## src/rtl/pipelined_addsub.sv

```systemverilog
// Pipelined two's-complement adder/subtractor: one SEG-bit carry-lookahead slice
// per stage, inter-segment carry registered, valid/ready handshake, status flags.
module pipelined_addsub #(
  parameter int unsigned N   = 16,
  parameter int unsigned SEG = 4
) (
  input  logic         clk,
  input  logic         reset,
  input  logic         in_valid,
  output logic         in_ready,
  input  logic [N-1:0] a,
  input  logic [N-1:0] b,
  input  logic         sub,
  output logic         out_valid,
  input  logic         out_ready,
  output logic [N-1:0] sum,
  output logic         cout,
  output logic         ovf,
  output logic         zero,
  output logic         neg
);

  localparam int unsigned L = N / SEG;

  // Stage registers. a_q/b_q carry the not-yet-consumed operand bits shifted
  // down to bit 0, so stage k always works on the low SEG bits of its input.
  logic         v_q [L];
  logic         c_q [L];
  logic [N-1:0] a_q [L];
  logic [N-1:0] b_q [L];
  logic [N-1:0] s_q [L];
  logic         ovf_q;
  logic         zero_q;
  logic         neg_q;

  logic         v_d [L];
  logic         c_d [L];
  logic [N-1:0] a_d [L];
  logic [N-1:0] b_d [L];
  logic [N-1:0] s_d [L];
  logic         ovf_d;
  logic         zero_d;
  logic         neg_d;

  logic         v_in [L];
  logic         c_in [L];
  logic [N-1:0] a_in [L];
  logic [N-1:0] b_in [L];
  logic [N-1:0] s_in [L];

  logic         adv;

  // Every carry is an independent sum of products of g/p and the carry-in.
  function automatic logic [SEG:0] lookahead(input logic [SEG-1:0] g,
                                             input logic [SEG-1:0] p,
                                             input logic           ci);
    logic [SEG:0] c;
    logic         term;
    c = '0;
    for (int unsigned i = 0; i <= SEG; i++) begin
      term = ci;
      for (int unsigned j = 0; j < i; j++) begin
        term = term & p[j];
      end
      c[i] = term;
      for (int unsigned j = 0; j < i; j++) begin
        term = g[j];
        for (int unsigned m = j + 1; m < i; m++) begin
          term = term & p[m];
        end
        c[i] = c[i] | term;
      end
    end
    return c;
  endfunction

  always_comb begin
    v_in[0] = in_valid;
    c_in[0] = sub;
    a_in[0] = a;
    b_in[0] = b ^ {N{sub}};
    s_in[0] = '0;
    for (int unsigned k = 1; k < L; k++) begin
      v_in[k] = v_q[k-1];
      c_in[k] = c_q[k-1];
      a_in[k] = a_q[k-1];
      b_in[k] = b_q[k-1];
      s_in[k] = s_q[k-1];
    end
  end

  always_comb begin : stage_logic
    logic [SEG-1:0] g;
    logic [SEG-1:0] p;
    logic [SEG:0]   cv;
    g  = '0;
    p  = '0;
    cv = '0;
    for (int unsigned k = 0; k < L; k++) begin
      g      = a_in[k][SEG-1:0] & b_in[k][SEG-1:0];
      p      = a_in[k][SEG-1:0] ^ b_in[k][SEG-1:0];
      cv     = lookahead(g, p, c_in[k]);
      v_d[k] = v_in[k];
      c_d[k] = cv[SEG];
      a_d[k] = a_in[k] >> SEG;
      b_d[k] = b_in[k] >> SEG;
      s_d[k] = s_in[k] | (N'(p ^ cv[SEG-1:0]) << (k * SEG));
    end
    // cv is left holding the final stage's carries, which feed overflow.
    ovf_d  = cv[SEG] ^ cv[SEG-1];
    zero_d = ~|s_d[L-1];
    neg_d  = s_d[L-1][N-1];
  end

  assign adv      = ~out_valid | out_ready;
  assign in_ready = adv;

  always_ff @(posedge clk or posedge reset) begin
    if (reset) begin
      for (int unsigned k = 0; k < L; k++) begin
        v_q[k] <= 1'b0;
        c_q[k] <= 1'b0;
        a_q[k] <= '0;
        b_q[k] <= '0;
        s_q[k] <= '0;
      end
      ovf_q  <= 1'b0;
      zero_q <= 1'b0;
      neg_q  <= 1'b0;
    end else if (adv) begin
      for (int unsigned k = 0; k < L; k++) begin
        v_q[k] <= v_d[k];
        c_q[k] <= c_d[k];
        a_q[k] <= a_d[k];
        b_q[k] <= b_d[k];
        s_q[k] <= s_d[k];
      end
      ovf_q  <= ovf_d;
      zero_q <= zero_d;
      neg_q  <= neg_d;
    end
  end

  assign out_valid = v_q[L-1];
  assign sum       = s_q[L-1];
  assign cout      = c_q[L-1];
  assign ovf       = ovf_q;
  assign zero      = zero_q;
  assign neg       = neg_q;

endmodule
```

## config.mk

```make
export PLATFORM = sky130hd
export DESIGN_NAME = pipelined_addsub
export DESIGN_NICKNAME = d
export VERILOG_FILES = /design/src/rtl/pipelined_addsub.sv
export SDC_FILE = /design/constraint.sdc
export NUM_CORES = 1
export LEC_CHECK = 0
export CORE_MARGIN = 3
export CORE_UTILIZATION = 40
export DETAILED_ROUTE_END_ITERATION = 8
export SLEW_MARGIN = 20
export SYNTH_ARGS = -nofsm -noshare
export SYNTH_HDL_FRONTEND = slang
export SYNTH_SLANG_ARGS = --single-unit
```

## constraint.sdc

```tcl
create_clock -name clk -period 9.9 [get_ports clk]
set_input_delay 1.98 -clock clk [delete_from_list [all_inputs] [get_ports clk]]
set_output_delay 1.98 -clock clk [all_outputs]
set_load 0.02 [all_outputs]
```

==> results.tsv, run 1 <==
stage	metric	value	unit
timing	Max transition margin	0.320	
cts	hold_buf cts	0	
worst_setup_path	CP Launch Type	input pin	
worst_setup_path	Arrival @ worst endpoint	3210	ps
routing	per-cell routed wire length	11.9	µm
timing	Least-Margin Pin Slew	1020	ps
power_and_ir_drop	power density over the cells	299	mW/mm²
cells_and_area	share of cells above drive strength 1	0.0507	
timing	Slew Limit Fails	0	
worst_hold_path	hold crit path type	flip-flop to flip-flop	
routing	WL met3	341	µm
worst_setup_path	crit-path cells	clkdlybuf4s50_1 -> nor2b_4 -> inv_2 -> clkdlybuf4s50_1	
run_status	status	completed	
die	Ports	59	
placement	Post-Place Cells	633	
worst_hold_path	Worst Hold Depth	1	
timing	fin crit share	0.525	
cts	total CTS buffers	9	
yosys	Mapped Cells	460	
routing	met2 WL	3200	µm
worst_setup_path	Crit path required time	7920	ps
cells_and_area	Layout Utilization	0.500	
die	width of the die	111	µm
placement	Port Buffers	58	
cts	CTS root buf	clkbuf_8	
global_route	vias in the first global route	2933	
routing	total wire length	7700	µm
routing	DR vias/cell	4.60	
yosys	syn_area_per_cell	9.50	µm²
cts	Clock Sinks	98	
yosys	Mapped Area	0.00437	mm²
global_route	global-route wire length before repair	13600	µm
worst_setup_path	r2r setup slk	7840	ps
die	Initial Utilization	0.418	
power_and_ir_drop	peak supply drop	0.158	mV
worst_setup_path	Worst R2R Path Depth	5	
timing	Hold Violations, Final	0	
global_route	initial antenna violation count	0	
yosys	Async SR Flop Fraction	1.00	
routing	metal1 wirelength	4000	µm
routing	DR iter-0 viols	126	
cells_and_area	antenna cells	0	
routing	ANT nets after route	0	
yosys	YS warnings	0	
placement	Final HPWL DP	5120	µm
worst_hold_path	hold path endpoint	out_valid	
yosys	post-synthesis register bit count	98	
routing	DRC	0	
yosys	sequential fraction of the synthesis area	0.561	
yosys	commonest register cell after synthesis	dfrtp_1	
cells_and_area	fin nets	568	
worst_setup_path	Worst Setup End Kind	primary output	
placement	final RePlAce weighted congestion	0.717	
worst_setup_path	Critical R2R Capture	zero	
timing	final setup fails	0	
yosys	syn_nets	520	
global_route	grt ovf	0	
yosys	synth unique cells	37	
job	Max Cap Viol	0	
power_and_ir_drop	Leak	2.53	nW
worst_setup_path	CP dominant cell by count	clkdlybuf4s50_1	
timing	Max Clock Freq	193	MHz
timing	min Tclk post-route	5190	ps
worst_setup_path	critical path class	input pin to primary output	
worst_setup_path	CP bufs+invs	3	
cts	worst skew pair latency	350	ps
yosys	number of synthesized flops with an enable pin	0	
cts	Post-CTS Repair Setup Buffers	0	
cells_and_area	final cell count without fillers	649	
routing	Max Used Layer	met4	
global_route	largest net degree at the start of global routing	105	
routing	vias	2986	
placement	Placement Setup Slack	4700	ps
worst_setup_path	CP peak stage delay	590	ps
routing	DR pass1 iterations	4	
cts	Max Buffers Root-to-Sink	2	
die	die area	0.0122	mm²
die	site row count	37	
die	total core area	0.0105	mm²
cts	Resize count post-CTS	0	
cts	H-tree Lvls	3	
timing	final setup TNS	0	ps
global_route	GRT Overall Usage	0.133	
worst_setup_path	Critical R2R Launch	c_in[0]	
cells_and_area	Layout fillers	1070	
cells_and_area	synthesis-to-layout area growth	19.7	%
worst_setup_path	peak fanout along the critical path	3	
worst_setup_path	Crit path max-delay family	buffers and inverters	
die	Die Height	111	µm
timing	RSZ-0062 raised after global routing	false	
cts	clk slew on worst S/H paths	80	ps
timing	Setup WS post-layout	4710	ps
worst_setup_path	slowest stage cell, crit path	clkdlybuf4s50_1	
timing	Clock Skew	8.80	ps
worst_hold_path	hold wc startpoint	v_d[0]	
cts	CTS tree	built	
how the worst max path moves through the flow:
stage | startpoint | endpoint | cells after the start
floorplan | out_ready | in_ready | 4
global placement | out_ready | in_ready | 4
detailed placement | out_ready | in_ready | 4
CTS | out_ready | in_ready | 4
global route | out_ready | in_ready | 4
finish | out_ready | in_ready | 4
Yosys cell counts (all sizes together), types with 3 or more instances:
library cell / count / area share
nand2: 209 / 0.18
nor3: 7 / 0.0080
o21ai: 19 / 0.022
dfrtp: 98 / 0.56
clkbuf: 7 / 0.0060
xnor2: 12 / 0.024
o21a: 8 / 0.014
buf: 17 / 0.022
fa: 3 / 0.014
o31ai: 6 / 0.011
nor2: 10 / 0.0086
inv: 8 / 0.0069
a21oi: 8 / 0.0092
xor2: 9 / 0.018
ha: 20 / 0.057
layout by cell type (no fill, tap or decap), drive strengths merged, types with 2 or more instances in the layout:
| master | netlist | layout |
|---|---|---|
| inv | 8 | 8 |
| ha | 20 | 20 |
| fa | 3 | 3 |
| clkinvlp | 0 | 2 |
| clkdlybuf4s50 | 0 | 58 |
| dfrtp | 98 | 98 |
| mux2 | 2 | 2 |
| nand2 | 209 | 209 |
| nor4 | 2 | 2 |
| xnor2 | 12 | 12 |
| o21a | 8 | 8 |
| buf | 17 | 3 |
| nor2 | 10 | 10 |
| mux2i | 2 | 2 |
| o31ai | 6 | 6 |
| nand2b | 2 | 2 |
| o31a | 2 | 2 |
| o21ai | 19 | 19 |
| a21oi | 8 | 8 |
| clkbuf | 7 | 12 |
| nor3 | 7 | 7 |
| xor2 | 9 | 9 |
sequential cells by signal, indices dropped and copies added (netlist names):
register   count
a_in          12
ovf            1
c_in           3
neg            1
sum           15
out_valid      1
b_d           12
zero           1
b_in          12
a_d           12
v_d            3
s_in          24
cout           1
power by group:
| part | internal (mW) | switching (mW) | total, mW | leakage, nW |
|---|---|---|---|---|
| Combinational | 0.278 | 0.342 | 0.620 | 1.25 |
| Clock | 0.130 | 0.132 | 0.262 | 0.0986 |
| Sequential | 0.577 | 0.106 | 0.683 | 1.18 |
| Total | 0.985 | 0.580 | 1.57 | 2.53 |
cell type report:
type | instances | area (µm²) | share of cell area
multi-input cells | 330 | 1770 | 0.338
well taps | 136 | 170 | 0.0325
inverters | 8 | 32.5 | 0.00622
clock inverters | 4 | 50.0 | 0.00957
repair buffers | 61 | 603 | 0.115
clock buffers | 12 | 155 | 0.0297
flip-flops and latches | 98 | 2450 | 0.469
worst reg2reg max path, cell delays in order, from the launching register on:
cell,delay (ps)
dfrtp_1,420
fa_1,530
or4_4,530
nor4_2,140
nand4_1,160
o31ai_2,200
cell families (layout without fill, tap and decap cells):
logic type / Yosys count / after routing / share of synthesized area
multiplexers: 4 / 4 / 0.00973
adder cells (fa/ha/maj): 23 / 23 / 0.0710
AO/OA/AOI/OAI: 47 / 47 / 0.0684
buffers and inverters: 32 / 85 / 0.0346
AND/OR/NAND/NOR: 235 / 235 / 0.213
flip-flops: 98 / 98 / 0.561
XOR/XNOR: 21 / 21 / 0.0421
layer usage:
layer | up-vias | GRT usage
li1 | 1562 | -
met1 | 1354 | 0.188
met2 | 60 | 0.201
met3 | 10 | 0.0252
met4 | 0 | 0.0567
met5 | - | 0
per-stage QoR:
step	instance area [µm²]	hold slack (ps)	power, mW
after floorplan	4370	430	1.12
after global placement	5030	443	1.30
after detailed placement	5030	446	1.32
after CTS	5230	465	1.59
after global routing	5230	486	1.70
final	5230	460	1.57
(Power assumes the default switching activity.)
==> run 2, diff against run 1 <==
==> constraint.sdc (replaced) <==
create_clock -name clk -period 5.2 [get_ports clk]
set_input_delay 1.04 -clock clk [delete_from_list [all_inputs] [get_ports clk]]
set_output_delay 1.04 -clock clk [all_outputs]
set_load 0.02 [all_outputs]
==> results.tsv, run 2 (synthesis gave the netlist of run 1 again) <==
stage	metric	value	unit
cells_and_area	antenna cells	0	
routing	total wire length	7890	µm
routing	DR vias/cell	4.61	
cells_and_area	fin nets	568	
cts	Post-CTS Repair Setup Buffers	0	
routing	DRC	0	
timing	final setup TNS	0	ps
worst_setup_path	CP Launch Type	input pin	
cells_and_area	share of cells above drive strength 1	0.0507	
routing	per-cell routed wire length	12.2	µm
worst_setup_path	Crit path required time	5440	ps
die	Initial Utilization	0.418	
timing	Max transition margin	0.325	
cells_and_area	fin area	0.00522	mm²
cts	CTS root buf	clkbuf_8	
power_and_ir_drop	Leak	2.53	nW
timing	min Tclk post-route	3320	ps
timing	Slew Limit Fails	0	
routing	DR iter-0 viols	159	
global_route	grt ovf	0	
die	die area	0.0122	mm²
cells_and_area	Layout fillers	1052	
cts	hold_buf cts	0	
routing	ANT nets after route	0	
cts	total CTS buffers	9	
worst_setup_path	peak fanout along the critical path	18	
worst_setup_path	Arrival @ worst endpoint	3560	ps
run_status	status	completed	
global_route	GRT Overall Usage	0.133	
cts	CTS tree	built	
timing	Least-Margin Pin Slew	1010	ps
die	site row count	37	
die	Ports	59	
cells_and_area	synthesis-to-layout area growth	19.4	%
worst_setup_path	Worst Setup End Kind	flip-flop	
timing	RSZ-0062 raised after global routing	false	
timing	Max Clock Freq	301	MHz
power_and_ir_drop	peak supply drop	0.352	mV
timing	Hold Violations, Final	0	
timing	final setup fails	0	
routing	vias	2991	
placement	Port Buffers	58	
timing	fin crit share	0.639	
timing	Hold WS	471	ps
global_route	vias in the first global route	2921	
routing	DR pass1 iterations	4	
cells_and_area	most common cell after layout, fill and taps aside	nand2_1	
die	total core area	0.0105	mm²
cts	Resize count post-CTS	0	
power_and_ir_drop	Total Power	2.98	mW
worst_hold_path	hold crit path type	flip-flop to flip-flop	
die	width of the die	111	µm
cells_and_area	most frequent cells in the layout	209 x nand2_1, 98 x dfrtp_1, 58 x clkdlybuf4s50_1, 20 x ha_1, 18 x o21ai_1	
cts	Max Buffers Root-to-Sink	2	
cts	H-tree Lvls	3	
cts	clk slew on worst S/H paths	90	ps
placement	placed cell areas	0.00503	mm²
global_route	initial antenna violation count	0	
cts	worst skew pair latency	350	ps
cells_and_area	max reg flops	24	
global_route	global-route wire length before repair	13700	µm
timing	Clock Skew	7.42	ps
global_route	largest net degree at the start of global routing	106	
placement	final RePlAce weighted congestion	0.708	
power_and_ir_drop	power density over the cells	570	mW/mm²
cts	Clock Sinks	98	
die	Die Height	111	µm
job	Max Cap Viol	0	
worst_setup_path	critical path class	input pin to flip-flop	
placement	Final HPWL DP	5240	µm
[run 2: critical path, cell delays in order]
cell	delay, ps
clkdlybuf4s50_1	870
xor2_1	350
ha_1	310
ha_1	180
o21a_1	200
o21a_1	190
o21a_1	190
o31a_1	230
[run 2: where the power goes]
group	internal (mW)	switching (mW)	leakage [nW]
Combinational	0.529	0.657	1.25
Clock	0.234	0.252	0.103
Sequential	1.10	0.206	1.18
[run 2: final timing paths]
kind	startpoint	end	slack, ps	cells past startpoint
worst max-delay path	sub	c_in[2]	1880	8
worst min-delay path	a_d[35]	a_d[35]	470	2
min in group asynchronous	reset	sum[3]	1150	2
max in group asynchronous	reset	b_in[35]	3060	3
worst max register to register	c_in[0]	zero	3160	5
worst min register to register	a_d[35]	a_d[35]	470	2
[run 2: layout make-up]
cell class              instances  area (µm²)  share of cell area
clock inverters                 5        53.8              0.0103
flip-flops and latches         98        2450               0.470
clock buffers                  11         141              0.0271
well taps                     136         170              0.0326
multi-input cells             330        1770               0.339
inverters                       8        32.5             0.00623
repair buffers                 61         603               0.116
[run 2: layer usage]
layer,part of all wire,global-route usage
met5,0,0
met4,0.0098,0.0419
met3,0.044,0.0296
met2,0.43,0.206
met1,0.51,0.187
[run 2: metrics by stage]
stage           util  std cells  worst slack, ps
3_5_place_dp   0.480        633             1490
5_1_grt        0.499        649             1770
3_3_place_gp   0.480        633             1540
6_report       0.499        649             1880
2_1_floorplan      -        460             1600
4_1_cts        0.499        649             1860
==> run 3, diff against run 2 <==
==> constraint.sdc (replaced) <==
create_clock -name clk -period 3.05 [get_ports clk]
set_input_delay 0.61 -clock clk [delete_from_list [all_inputs] [get_ports clk]]
set_output_delay 0.61 -clock clk [all_outputs]
set_load 0.02 [all_outputs]
==> results.tsv, run 3 (synthesis gave the netlist of run 1 again) <==
stage	metric	value	unit
run_status	status	completed	
worst_setup_path	critical path class	input pin to primary output	
worst_hold_path	hold wc startpoint	sum[4]	
routing	DR vias/cell	4.63	
worst_setup_path	CP Launch Type	input pin	
timing	Max Clock Freq	402	MHz
worst_setup_path	crit path to	in_ready	
routing	DR pass1 iterations	4	
worst_setup_path	Crit path required time	2440	ps
die	Die Height	111	µm
timing	Slew Limit Fails	0	
worst_setup_path	crit-path cells	clkdlybuf4s50_1 -> nor2b_4 -> inv_2 -> clkdlybuf4s50_1	
power_and_ir_drop	peak supply drop	0.451	mV
worst_setup_path	Worst R2R Path Depth	5	
cells_and_area	fin nets	572	
die	Initial Utilization	0.418	
routing	total wire length	7840	µm
timing	final setup TNS	0	ps
timing	RSZ-0062 raised after global routing	false	
worst_setup_path	r2r setup slk	1000	ps
cts	CTS root buf	clkbuf_8	
cells_and_area	antenna cells	0	
timing	final setup fails	0	
power_and_ir_drop	power density over the cells	967	mW/mm²
worst_setup_path	beginning of the critical path	out_ready	
worst_setup_path	Worst Setup End Kind	primary output	
cts	Clock Sinks	98	
cts	worst skew pair latency	350	ps
cells_and_area	most frequent cells in the layout	209 x nand2_1, 98 x dfrtp_1, 58 x clkdlybuf4s50_1, 20 x ha_1, 18 x o21ai_1	
routing	vias	3026	
timing	Least-Margin Pin Slew	578	ps
job	Max Cap Viol	0	
global_route	grt ovf	0	
placement	Final HPWL DP	5420	µm
die	total core area	0.0105	mm²
timing	fin crit share	0.816	
routing	DRC	0	
worst_setup_path	CP peak stage delay	610	ps
power_and_ir_drop	Total Power	5.10	mW
global_route	met1 Usage GRT	0.195	
cts	hold_buf cts	0	
global_route	global-route wire length before repair	13600	µm
cts	CTS tree	built	
cells_and_area	max reg flops	24	
cts	Resize count post-CTS	0	
cts	Max Buffers Root-to-Sink	2	
placement	Port Buffers	58	
power_and_ir_drop	Leak	2.54	nW
worst_setup_path	Crit path max-delay family	buffers and inverters	
die	Ports	59	
cts	Post-CTS Repair Setup Buffers	0	
worst_setup_path	CP bufs+invs	3	
cells_and_area	share of cells above drive strength 1	0.0580	
worst_setup_path	peak fanout along the critical path	2	
worst_setup_path	Arrival @ worst endpoint	1880	ps
worst_hold_path	hold crit path type	flip-flop to flip-flop	
worst_setup_path	CP dominant cell by count	clkdlybuf4s50_1	
global_route	met3 usage	0.0296	
cells_and_area	most common cell after layout, fill and taps aside	nand2_1	
cts	clk slew on worst S/H paths	90	ps
worst_setup_path	cell count along the critical path	4	
cells_and_area	Layout fillers	1034	
die	site row count	37	
global_route	gr busiest metal	met1	
global_route	initial antenna violation count	0	
cts	total CTS buffers	9	
worst_setup_path	slowest stage cell, crit path	clkdlybuf4s50_1	
cells_and_area	synthesis-to-layout area growth	20.6	%
die	width of the die	111	µm
global_route	met2 Usage GRT	0.193	
timing	min Tclk post-route	2490	ps
routing	DR iter-0 viols	143	
global_route	largest net degree at the start of global routing	62	
worst_setup_path	Critical R2R Launch	c_in[0]	
timing	Hold Violations, Final	0	
timing	Clock Skew	12.0	ps
placement	final RePlAce weighted congestion	0.739	
cts	H-tree Lvls	3	
global_route	GRT Overall Usage	0.134	
routing	ANT nets after route	0	
routing	per-cell routed wire length	12.0	µm
die	die area	0.0122	mm²
worst_setup_path	Critical R2R Capture	zero	
global_route	vias in the first global route	2847	
timing	Max transition margin	0.614	
[run 3: per-stage QoR]
stage | cell area (µm²) | worst slack, ps | utilization | hold slack [ps] | std cells
floorplan | 4380 | 523 | - | 430 | 460
global placement | 5070 | 406 | 0.485 | 442 | 637
detailed placement | 5070 | 316 | 0.485 | 455 | 637
CTS | 5270 | 549 | 0.504 | 478 | 653
global route | 5270 | 521 | 0.504 | 488 | 653
finish | 5270 | 560 | 0.504 | 470 | 653
[run 3: worst min path at each step]
stage               endpoint  slack, ps  cells past startpoint
finish                sum[4]        470                      2
global route          v_d[0]        490                      2
CTS                  a_d[35]        480                      2
detailed placement   a_d[35]        460                      2
global placement      v_d[0]        440                      2
floorplan             v_d[0]        430                      2
[run 3: final cells by class]
class | instances | area (µm²) | share of cell area
clock inverter | 5 | 62.6 | 0.0119
inverter | 8 | 33.8 | 0.00641
timing repair buffer | 65 | 646 | 0.122
clock buffer | 11 | 141 | 0.0268
multi-input combinational | 330 | 1770 | 0.335
tap | 136 | 170 | 0.0323
sequential | 98 | 2450 | 0.465
[run 3: worst min-delay path, cell delays in order, from the launching register on]
cell and delay, ps:
dfrtp_1 350, nand2_1 50, nand2_1 50
[run 3: metal layers]
metal / share of wire / vias to the layer above / wire length (µm)
met3: 0.043 / 4 / 336
li1: - / 1569 / -
met5: 0 / - / 0
met4: 0.0084 / 0 / 66
met1: 0.51 / 1392 / 4010
met2: 0.44 / 61 / 3430
[run 3: where the power goes]
group          switching, mW  internal, mW
sequential             0.338          1.87
clock                  0.443         0.407
combinational           1.12         0.914
total                   1.91          3.19
